## config.mk

```make
export PLATFORM = sky130hd
export DESIGN_NAME = id_ex_stage_flat
export DESIGN_NICKNAME = d
export VERILOG_FILES = /design/src/rtl/id_ex_pkg.sv /design/src/rtl/id_ex_stage_if.sv /design/src/rtl/id_ex_stage_fwd_mux.sv /design/src/rtl/id_ex_stage.sv /design/src/flat_wrapper.sv
export SDC_FILE = /design/constraint.sdc
export NUM_CORES = 1
export LEC_CHECK = 0
export BUFFER_PORTS_ARGS = -buffer_cell sky130_fd_sc_hd__buf_2
export CAP_MARGIN = 5
export CORE_AREA = 2 2 115 117
export DETAILED_ROUTE_END_ITERATION = 7
export DIE_AREA = 0 0 117 119
export PLACE_DENSITY = 0.66
export SYNTH_ARGS = -nofsm -noshare
export SYNTH_HDL_FRONTEND = slang
export SYNTH_SLANG_ARGS = --single-unit
```

## constraint.sdc

```tcl
create_clock -name clk -period 2.4 [get_ports clk]
set_input_delay 0.36 -clock clk [delete_from_list [all_inputs] [get_ports clk]]
set_output_delay 0.36 -clock clk [all_outputs]
set_load 0.02 [all_outputs]
```

## src/rtl/id_ex_pkg.sv

```systemverilog
// Shared constants and decode bundle for the ID/EX stage.
package id_ex_pkg;

   localparam int W_DEF  = 32;
   localparam int RW_DEF = 5;

   localparam logic [5:0] OP_RTYPE = 6'h00;
   localparam logic [5:0] OP_ADDI  = 6'h08;
   localparam logic [5:0] OP_LW    = 6'h23;
   localparam logic [5:0] OP_SW    = 6'h2B;
   localparam logic [5:0] OP_BEQ   = 6'h04;
   localparam logic [5:0] OP_J     = 6'h02;

   localparam logic [5:0] FN_ADD = 6'h20;
   localparam logic [5:0] FN_SUB = 6'h22;
   localparam logic [5:0] FN_AND = 6'h24;
   localparam logic [5:0] FN_OR  = 6'h25;
   localparam logic [5:0] FN_SLT = 6'h2A;

   localparam logic [2:0] ALU_AND = 3'b000;
   localparam logic [2:0] ALU_OR  = 3'b001;
   localparam logic [2:0] ALU_ADD = 3'b010;
   localparam logic [2:0] ALU_SUB = 3'b110;
   localparam logic [2:0] ALU_SLT = 3'b111;

   typedef enum logic [1:0] {
      WB_NONE = 2'd0,
      WB_RD   = 2'd1,
      WB_RT   = 2'd2
   } wb_sel_e;

   typedef struct packed {
      logic [2:0] alu_op;
      logic       use_imm;
      wb_sel_e    wb_sel;
      logic       reg_we;
      logic       mem_rd;
      logic       mem_wr;
      logic       is_branch;
      logic       illegal;
   } dec_t;

endpackage

```

## src/rtl/id_ex_stage_if.sv

```systemverilog
// Decode-side and execute-side bundles of the ID/EX stage.
interface id_ex_dec_if
   import id_ex_pkg::*;
#(
   parameter int W  = W_DEF,
   parameter int RW = RW_DEF
);
   logic          in_valid;
   logic          in_ready;
   logic [5:0]    opcode;
   logic [5:0]    funct;
   logic [RW-1:0] rs_idx;
   logic [RW-1:0] rt_idx;
   logic [RW-1:0] rd_idx;
   logic [W-1:0]  rd1;
   logic [W-1:0]  rd2;
   logic [15:0]   imm;
   logic          flush;
   logic          exmem_we;
   logic [RW-1:0] exmem_rd;
   logic [W-1:0]  exmem_z;
   logic          memwb_we;
   logic [RW-1:0] memwb_rd;
   logic [W-1:0]  memwb_z;

   modport master (
      output in_valid, opcode, funct,
      output rs_idx, rt_idx, rd_idx,
      output rd1, rd2, imm, flush,
      output exmem_we, exmem_rd, exmem_z,
      output memwb_we, memwb_rd, memwb_z,
      input  in_ready
   );

   modport slave (
      input  in_valid, opcode, funct,
      input  rs_idx, rt_idx, rd_idx,
      input  rd1, rd2, imm, flush,
      input  exmem_we, exmem_rd, exmem_z,
      input  memwb_we, memwb_rd, memwb_z,
      output in_ready
   );
endinterface

interface id_ex_ex_if
   import id_ex_pkg::*;
#(
   parameter int W  = W_DEF,
   parameter int RW = RW_DEF
);
   logic          out_valid;
   logic          out_ready;
   logic [W-1:0]  alu_a;
   logic [W-1:0]  alu_b;
   logic [2:0]    alu_op;
   logic [W-1:0]  st_data;
   logic [RW-1:0] wb_rd;
   logic          reg_we;
   logic          mem_rd;
   logic          mem_wr;
   logic          is_branch;
   logic          illegal;

   modport master (
      output out_valid, alu_a, alu_b, alu_op,
      output st_data, wb_rd, reg_we,
      output mem_rd, mem_wr, is_branch, illegal,
      input  out_ready
   );

   modport slave (
      input  out_valid, alu_a, alu_b, alu_op,
      input  st_data, wb_rd, reg_we,
      input  mem_rd, mem_wr, is_branch, illegal,
      output out_ready
   );
endinterface

```

## src/rtl/id_ex_stage_fwd_mux.sv

```systemverilog
// Operand bypass select: EX/MEM beats MEM/WB, index 0 never bypassed.
module fwd_mux
   import id_ex_pkg::*;
#(
   parameter int W  = W_DEF,
   parameter int RW = RW_DEF
) (
   input  logic [RW-1:0] idx,
   input  logic [W-1:0]  regval,
   input  logic          exmem_we,
   input  logic [RW-1:0] exmem_rd,
   input  logic [W-1:0]  exmem_z,
   input  logic          memwb_we,
   input  logic [RW-1:0] memwb_rd,
   input  logic [W-1:0]  memwb_z,
   output logic [W-1:0]  value
);

   logic nz;
   logic ex_hit;
   logic wb_hit;

   assign nz     = (idx != '0);
   assign ex_hit = exmem_we && (exmem_rd == idx) && nz;
   assign wb_hit = memwb_we && (memwb_rd == idx) && nz;

   always_comb begin
      value = regval;
      if (ex_hit)
         value = exmem_z;
      else if (wb_hit)
         value = memwb_z;
   end

endmodule

```

## src/rtl/id_ex_stage.sv

```systemverilog
// ID/EX pipeline register with operand resolution and decode.
// Bypassing is enabled by defining ID_EX_FWD_EN.
module id_ex_stage
   import id_ex_pkg::*;
#(
   parameter int W  = W_DEF,
   parameter int RW = RW_DEF
) (
   input  logic       clk,
   input  logic       reset,
   id_ex_dec_if.slave dec,
   id_ex_ex_if.master ex
);

   logic [W-1:0] a_val;
   logic [W-1:0] b_reg;

`ifdef ID_EX_FWD_EN
   fwd_mux #(.W(W), .RW(RW)) u_fwd_a (
      .idx      (dec.rs_idx),
      .regval   (dec.rd1),
      .exmem_we (dec.exmem_we),
      .exmem_rd (dec.exmem_rd),
      .exmem_z  (dec.exmem_z),
      .memwb_we (dec.memwb_we),
      .memwb_rd (dec.memwb_rd),
      .memwb_z  (dec.memwb_z),
      .value    (a_val)
   );

   fwd_mux #(.W(W), .RW(RW)) u_fwd_b (
      .idx      (dec.rt_idx),
      .regval   (dec.rd2),
      .exmem_we (dec.exmem_we),
      .exmem_rd (dec.exmem_rd),
      .exmem_z  (dec.exmem_z),
      .memwb_we (dec.memwb_we),
      .memwb_rd (dec.memwb_rd),
      .memwb_z  (dec.memwb_z),
      .value    (b_reg)
   );
`else
   // Hazard unit stalls instead; bypass inputs are ignored.
   assign a_val = dec.rd1;
   assign b_reg = dec.rd2;

   logic unused_fwd;
   assign unused_fwd = ^{dec.exmem_we, dec.exmem_rd,
                         dec.exmem_z, dec.memwb_we,
                         dec.memwb_rd, dec.memwb_z};
`endif

   logic is_r, is_addi, is_lw;
   logic is_sw, is_beq, is_j;

   assign is_r    = (dec.opcode == OP_RTYPE);
   assign is_addi = (dec.opcode == OP_ADDI);
   assign is_lw   = (dec.opcode == OP_LW);
   assign is_sw   = (dec.opcode == OP_SW);
   assign is_beq  = (dec.opcode == OP_BEQ);
   assign is_j    = (dec.opcode == OP_J);

   logic fn_add, fn_sub, fn_and;
   logic fn_or, fn_slt;

   assign fn_add = (dec.funct == FN_ADD);
   assign fn_sub = (dec.funct == FN_SUB);
   assign fn_and = (dec.funct == FN_AND);
   assign fn_or  = (dec.funct == FN_OR);
   assign fn_slt = (dec.funct == FN_SLT);

   dec_t dc;

   always_comb begin
      dc        = '0;
      dc.alu_op = ALU_ADD;
      dc.wb_sel = WB_NONE;
      unique case (1'b1)
         is_r: begin
            dc.wb_sel = WB_RD;
            dc.reg_we = 1'b1;
            unique case (1'b1)
               fn_add:  dc.alu_op = ALU_ADD;
               fn_sub:  dc.alu_op = ALU_SUB;
               fn_and:  dc.alu_op = ALU_AND;
               fn_or:   dc.alu_op = ALU_OR;
               fn_slt:  dc.alu_op = ALU_SLT;
               default: begin
                  dc.illegal = 1'b1;
                  dc.reg_we  = 1'b0;
                  dc.wb_sel  = WB_NONE;
               end
            endcase
         end
         is_addi: begin
            dc.use_imm = 1'b1;
            dc.wb_sel  = WB_RT;
            dc.reg_we  = 1'b1;
         end
         is_lw: begin
            dc.use_imm = 1'b1;
            dc.wb_sel  = WB_RT;
            dc.reg_we  = 1'b1;
            dc.mem_rd  = 1'b1;
         end
         is_sw: begin
            dc.use_imm = 1'b1;
            dc.mem_wr  = 1'b1;
         end
         is_beq: begin
            dc.alu_op    = ALU_SUB;
            dc.is_branch = 1'b1;
         end
         is_j:    dc.alu_op  = ALU_ADD;
         default: dc.illegal = 1'b1;
      endcase
   end

   logic [W-1:0]  sext;
   logic [W-1:0]  b_val;
   logic [RW-1:0] wb_idx;

   assign sext  = {{(W-16){dec.imm[15]}}, dec.imm};
   assign b_val = dc.use_imm ? sext : b_reg;

   always_comb begin
      wb_idx = '0;
      unique case (dc.wb_sel)
         WB_RD:   wb_idx = dec.rd_idx;
         WB_RT:   wb_idx = dec.rt_idx;
         default: wb_idx = '0;
      endcase
   end

   logic          v_q;
   logic [W-1:0]  a_q;
   logic [W-1:0]  b_q;
   logic [2:0]    op_q;
   logic [W-1:0]  st_q;
   logic [RW-1:0] wb_q;
   logic          we_q, mr_q, mw_q;
   logic          br_q, il_q;

   logic ready;
   logic capture;

   assign ready   = !v_q || ex.out_ready;
   assign capture = dec.in_valid && ready;

   always_ff @(posedge clk) begin
      if (reset) begin
         v_q  <= 1'b0;
         a_q  <= '0;
         b_q  <= '0;
         op_q <= '0;
         st_q <= '0;
         wb_q <= '0;
         we_q <= 1'b0;
         mr_q <= 1'b0;
         mw_q <= 1'b0;
         br_q <= 1'b0;
         il_q <= 1'b0;
      end else if (dec.flush) begin
         v_q <= 1'b0;
      end else if (capture) begin
         v_q  <= 1'b1;
         a_q  <= a_val;
         b_q  <= b_val;
         op_q <= dc.alu_op;
         st_q <= b_reg;
         wb_q <= wb_idx;
         we_q <= dc.reg_we;
         mr_q <= dc.mem_rd;
         mw_q <= dc.mem_wr;
         br_q <= dc.is_branch;
         il_q <= dc.illegal;
      end else if (ex.out_ready) begin
         v_q <= 1'b0;
      end
   end

   assign dec.in_ready = ready;
   assign ex.out_valid = v_q;
   assign ex.alu_a     = a_q;
   assign ex.alu_b     = b_q;
   assign ex.alu_op    = op_q;
   assign ex.st_data   = st_q;
   assign ex.wb_rd     = wb_q;
   assign ex.reg_we    = we_q;
   assign ex.mem_rd    = mr_q;
   assign ex.mem_wr    = mw_q;
   assign ex.is_branch = br_q;
   assign ex.illegal   = il_q;

endmodule

```

## src/flat_wrapper.sv

```systemverilog
// flat-port wrapper written by rule: the top's interface ports become plain ports
module id_ex_stage_flat import id_ex_pkg::*;
#(
   parameter int W  = W_DEF,
   parameter int RW = RW_DEF
)
  (clk, reset, dec_in_valid, dec_opcode, dec_funct, dec_rs_idx, dec_rt_idx, dec_rd_idx, dec_rd1, dec_rd2, dec_imm, dec_flush, dec_exmem_we, dec_exmem_rd, dec_exmem_z, dec_memwb_we, dec_memwb_rd, dec_memwb_z, dec_in_ready, ex_out_valid, ex_alu_a, ex_alu_b, ex_alu_op, ex_st_data, ex_wb_rd, ex_reg_we, ex_mem_rd, ex_mem_wr, ex_is_branch, ex_illegal, ex_out_ready);
  id_ex_dec_if #(.W(W), .RW(RW)) dec_i ();
  id_ex_ex_if #(.W(W), .RW(RW)) ex_i ();
  input  logic clk;
  input  logic reset;
  input wire logic [$bits(dec_i.in_valid)-1:0] dec_in_valid;
  input wire logic [$bits(dec_i.opcode)-1:0] dec_opcode;
  input wire logic [$bits(dec_i.funct)-1:0] dec_funct;
  input wire logic [$bits(dec_i.rs_idx)-1:0] dec_rs_idx;
  input wire logic [$bits(dec_i.rt_idx)-1:0] dec_rt_idx;
  input wire logic [$bits(dec_i.rd_idx)-1:0] dec_rd_idx;
  input wire logic [$bits(dec_i.rd1)-1:0] dec_rd1;
  input wire logic [$bits(dec_i.rd2)-1:0] dec_rd2;
  input wire logic [$bits(dec_i.imm)-1:0] dec_imm;
  input wire logic [$bits(dec_i.flush)-1:0] dec_flush;
  input wire logic [$bits(dec_i.exmem_we)-1:0] dec_exmem_we;
  input wire logic [$bits(dec_i.exmem_rd)-1:0] dec_exmem_rd;
  input wire logic [$bits(dec_i.exmem_z)-1:0] dec_exmem_z;
  input wire logic [$bits(dec_i.memwb_we)-1:0] dec_memwb_we;
  input wire logic [$bits(dec_i.memwb_rd)-1:0] dec_memwb_rd;
  input wire logic [$bits(dec_i.memwb_z)-1:0] dec_memwb_z;
  output wire logic [$bits(dec_i.in_ready)-1:0] dec_in_ready;
  output wire logic [$bits(ex_i.out_valid)-1:0] ex_out_valid;
  output wire logic [$bits(ex_i.alu_a)-1:0] ex_alu_a;
  output wire logic [$bits(ex_i.alu_b)-1:0] ex_alu_b;
  output wire logic [$bits(ex_i.alu_op)-1:0] ex_alu_op;
  output wire logic [$bits(ex_i.st_data)-1:0] ex_st_data;
  output wire logic [$bits(ex_i.wb_rd)-1:0] ex_wb_rd;
  output wire logic [$bits(ex_i.reg_we)-1:0] ex_reg_we;
  output wire logic [$bits(ex_i.mem_rd)-1:0] ex_mem_rd;
  output wire logic [$bits(ex_i.mem_wr)-1:0] ex_mem_wr;
  output wire logic [$bits(ex_i.is_branch)-1:0] ex_is_branch;
  output wire logic [$bits(ex_i.illegal)-1:0] ex_illegal;
  input wire logic [$bits(ex_i.out_ready)-1:0] ex_out_ready;
  assign dec_i.in_valid = dec_in_valid;
  assign dec_i.opcode = dec_opcode;
  assign dec_i.funct = dec_funct;
  assign dec_i.rs_idx = dec_rs_idx;
  assign dec_i.rt_idx = dec_rt_idx;
  assign dec_i.rd_idx = dec_rd_idx;
  assign dec_i.rd1 = dec_rd1;
  assign dec_i.rd2 = dec_rd2;
  assign dec_i.imm = dec_imm;
  assign dec_i.flush = dec_flush;
  assign dec_i.exmem_we = dec_exmem_we;
  assign dec_i.exmem_rd = dec_exmem_rd;
  assign dec_i.exmem_z = dec_exmem_z;
  assign dec_i.memwb_we = dec_memwb_we;
  assign dec_i.memwb_rd = dec_memwb_rd;
  assign dec_i.memwb_z = dec_memwb_z;
  assign dec_in_ready = dec_i.in_ready;
  assign ex_out_valid = ex_i.out_valid;
  assign ex_alu_a = ex_i.alu_a;
  assign ex_alu_b = ex_i.alu_b;
  assign ex_alu_op = ex_i.alu_op;
  assign ex_st_data = ex_i.st_data;
  assign ex_wb_rd = ex_i.wb_rd;
  assign ex_reg_we = ex_i.reg_we;
  assign ex_mem_rd = ex_i.mem_rd;
  assign ex_mem_wr = ex_i.mem_wr;
  assign ex_is_branch = ex_i.is_branch;
  assign ex_illegal = ex_i.illegal;
  assign ex_i.out_ready = ex_out_ready;
  id_ex_stage #(.W(W), .RW(RW)) u_core (.clk(clk), .reset(reset), .dec(dec_i), .ex(ex_i));
endmodule
```

==> impl_results.md <==
* Simple-Gate Fraction of Synth Area at 22.4%
* Crit Path Max Fanout at 5
* Xor/xnor share of the synthesized area at 0.199%
* Core area at 12900 um2
* Total congestion overflow at 0
* Synthesized area at 4400 um2
* Initial Util at 34.1%
* Area Overhead vs Synth at 35.2%
* CP endpoint kind: register
* Power per cell area at 681 nW/um2
* Sink Count at 110
* Period utilisation layout at 85.3%
* Clk_lat worst skew at 0.34 ns
* First-pass GRT wire length at 19200 um
* Pin count of the biggest net entering global routing at 68
* Max-slew violations at 0
* Clock buffer count from CTS at 9
* Antenna-violating nets left at 0
* Syn avg cell area at 8.36 um2
* Hold_sp: dec_flush
* Cts hold-fix bufs at 0
* Setup bufs post-CTS at 0
* Min cycle time layout at 2.05 ns
* Layout cells sized above 1 at 37.8%
* Initial antenna violation count at 1
* Slew @ Worst Pin at 0.714 ns
* Depth of the CTS H-tree at 3
* RSZ-0062 raised after global routing: no
* Post-Route WL at 12500 um
* # fillers at 1335
* Ordered list of cells on the worst path: buf_2 -> or4b_1 -> nor4_4 -> ha_1 -> a22oi_1 -> or3_1 -> a21oi_1
* Commonest non-fill, non-tap cell in the layout: buf_2
* Die Wd at 117 um
* Number of global-route vias before repair at 3798
* Yosys top cell by area: dfxtp_1
* Max-Cap Viols at 0
* Final Net Count at 921
* Max VDD drop at 0.278 mV
* Sequential area share after synthesis at 50.1%
* Mux cell area share after synthesis at 0.256%
* Slew headroom at 52.4%
* GP Congestion at 0.755
* Die height at 119 um
* Drt first-iter violations at 284
* DR vias at 4263
* Syn_nets at 716
* # DRC at 0
* Ys async rst share at 0%
* Ys Warns at 0
* Num ports at 299
* Synth Area in Compound Gates at 21.1%
* Hpwl dp at 8800 um
* Required @ worst endpoint at 2.67 ns
* Crit-path max cell delay at 0.59 ns
* Placement row count at 42
* Per-cell routed wire length at 13.7 um
* Hold path depth at 2
* Flops & latches, synth at 110
* Status: complete, no violations
* RR Endpoint: u_core.ex.alu_b[15]
* # resized after CTS at 0
* Via density at 4.67
* Fin Clk Skew at 0.00697 ns
* Synth top area share at 50.1%
* Fin cells at 913
* CTS tree: done
* Worst Hold End: u_core.ex.out_valid
* Slowest CP cell: or4b_1
* CP Launch Type: input port
* Commonest cells after routing, fill and taps aside: buf_2, nand2_1, dfxtp_1
* CP bufs+invs at 1
* DP Cell Count at 896
* Hold Crit Class: in2reg
* Synth top area cells: dfxtp_1, nand2_1, a21oi_1
* Synth Area in Adders at 0.569%
* Synth Flop Type: dfxtp_1
* Leak pwr at 2.71 nW
* Largest family of logic cells by synthesized area: simple AND/OR/NAND/NOR gates
* Final hold violations at 0
* Gr usage total at 17.6%
* Reg-to-reg setup timing slack at 0.54 ns
* WS Path Type: in2reg
* Fmax at 488 MHz
* 1st-pass router iterations at 4
* Buffers on Ports at 217
* Count of different cell masters after synthesis at 39
* Die Area at 13900 um2
* Path depth of the worst reg2reg path at 5
* Syn Inst Count at 526
* Fin Hold WS at 0.216 ns
* Clock-pin slew on the worst setup and hold paths at 0.07 ns
* Clock buffer depth at 2
* Number of synthesized flops with an enable pin at 0
* Final setup viols at 0
* WP data arrival at 2.32 ns
* Worst r2r src: u_core.ex.out_valid
* CTS root buf: clkbuf_16
* Delay-heaviest family, CP: simple AND/OR/NAND/NOR gates
flip-flops by register name, summed over array words and instances (netlist names):
signal / flops
u_core.ex.alu_a: 32
u_core.ex.alu_b: 32
u_core.ex.st_data: 32
u_core.ex.wb_rd: 5
u_core.ex.alu_op: 3
u_core.ex.illegal: 1
u_core.ex.is_branch: 1
u_core.ex.mem_rd: 1
u_core.ex.mem_wr: 1
u_core.ex.out_valid: 1
u_core.ex.reg_we: 1
metal layers:
layer  GRT usage [%]  routed length (um)  vias up
met1            22.8                5610     1915
met3            5.24                 959       20
met4            7.57                 281        2
met2            27.0                5660      146
met5               0                   5        -
li1                -                   -     2180
synthesized netlist by cell type (all sizes together), types with 2 or more instances:
library cell and n:
a211oi 33, a21oi 91, a22oi 5, a311oi 2
buf 14, clkbuf 21, dfxtp 110, dlymetal6s2s 2
ha 2, inv 3, nand2 170, nand3 3
nand3b 2, nor2 38, nor2b 2, nor3 3
nor3b 4, or3 7, or4b 2
final cells by class:
type | instances | area, um2 | area share, %
diodes | 1 | 2.50 | 0.0421
clock buffers | 12 | 236 | 3.98
clock inverters | 4 | 47.5 | 0.800
inverters | 3 | 11.3 | 0.189
multi-input cells | 375 | 1970 | 33.2
flip-flops and latches | 110 | 2200 | 37.0
well taps | 176 | 220 | 3.70
repair buffers | 232 | 1250 | 21.0
worst reg2reg max path, cell delays in order, from the launching register on:
cell,delay [ns]
dfxtp_1,0.31
nor2b_1,0.15
inv_1,0.11
nand3b_4,0.33
a21oi_4,0.65
a211oi_1,0.17
kinds of logic after synthesis:
| family | after synthesis |
|---|---|
| XOR/XNOR | 1 |
| multiplexers | 1 |
| AO/OA/AOI/OAI | 136 |
| AND/OR/NAND/NOR | 235 |
| flip-flops | 110 |
| adder cells (fa/ha/maj) | 2 |
| buffers and inverters | 41 |
power breakdown:
group          switching, W  total, W  internal (W)
Combinational      0.000389  0.000625      0.000237
Clock              0.000657   0.00146      0.000808
Sequential        0.0000415   0.00196       0.00192
per-stage QoR:
step | total power (W) | TNS (ns) | cell area [um2] | util [%] | worst slack (ns)
2_1_floorplan | 0.00237 | 0 | 4400 | - | 0.296
3_3_place_gp | 0.00262 | 0 | 5660 | 43.9 | 0.00718
3_5_place_dp | 0.00263 | -0.0332 | 5660 | 43.9 | -0.0188
4_1_cts | 0.00411 | 0 | 5940 | 46.2 | 0.351
5_1_grt | 0.00425 | 0 | 5940 | 46.2 | 0.263
6_report | 0.00405 | 0 | 5940 | 46.2 | 0.353
worst max-delay path by stage:
stage,slack (ns),cells after the start,startpoint,endpoint
after floorplan,0.30,5,dec_opcode[4],u_core.ex.wb_rd[3]
after global routing,0.26,7,dec_opcode[4],u_core.ex.wb_rd[4]
after global placement,0.007,7,dec_opcode[4],u_core.ex.wb_rd[4]
final,0.35,7,dec_opcode[4],u_core.ex.wb_rd[2]
after CTS,0.35,7,dec_opcode[4],u_core.ex.wb_rd[2]
after detailed placement,-0.02,7,dec_opcode[4],u_core.ex.wb_rd[2]
Power figures use the tool's default switching activity.
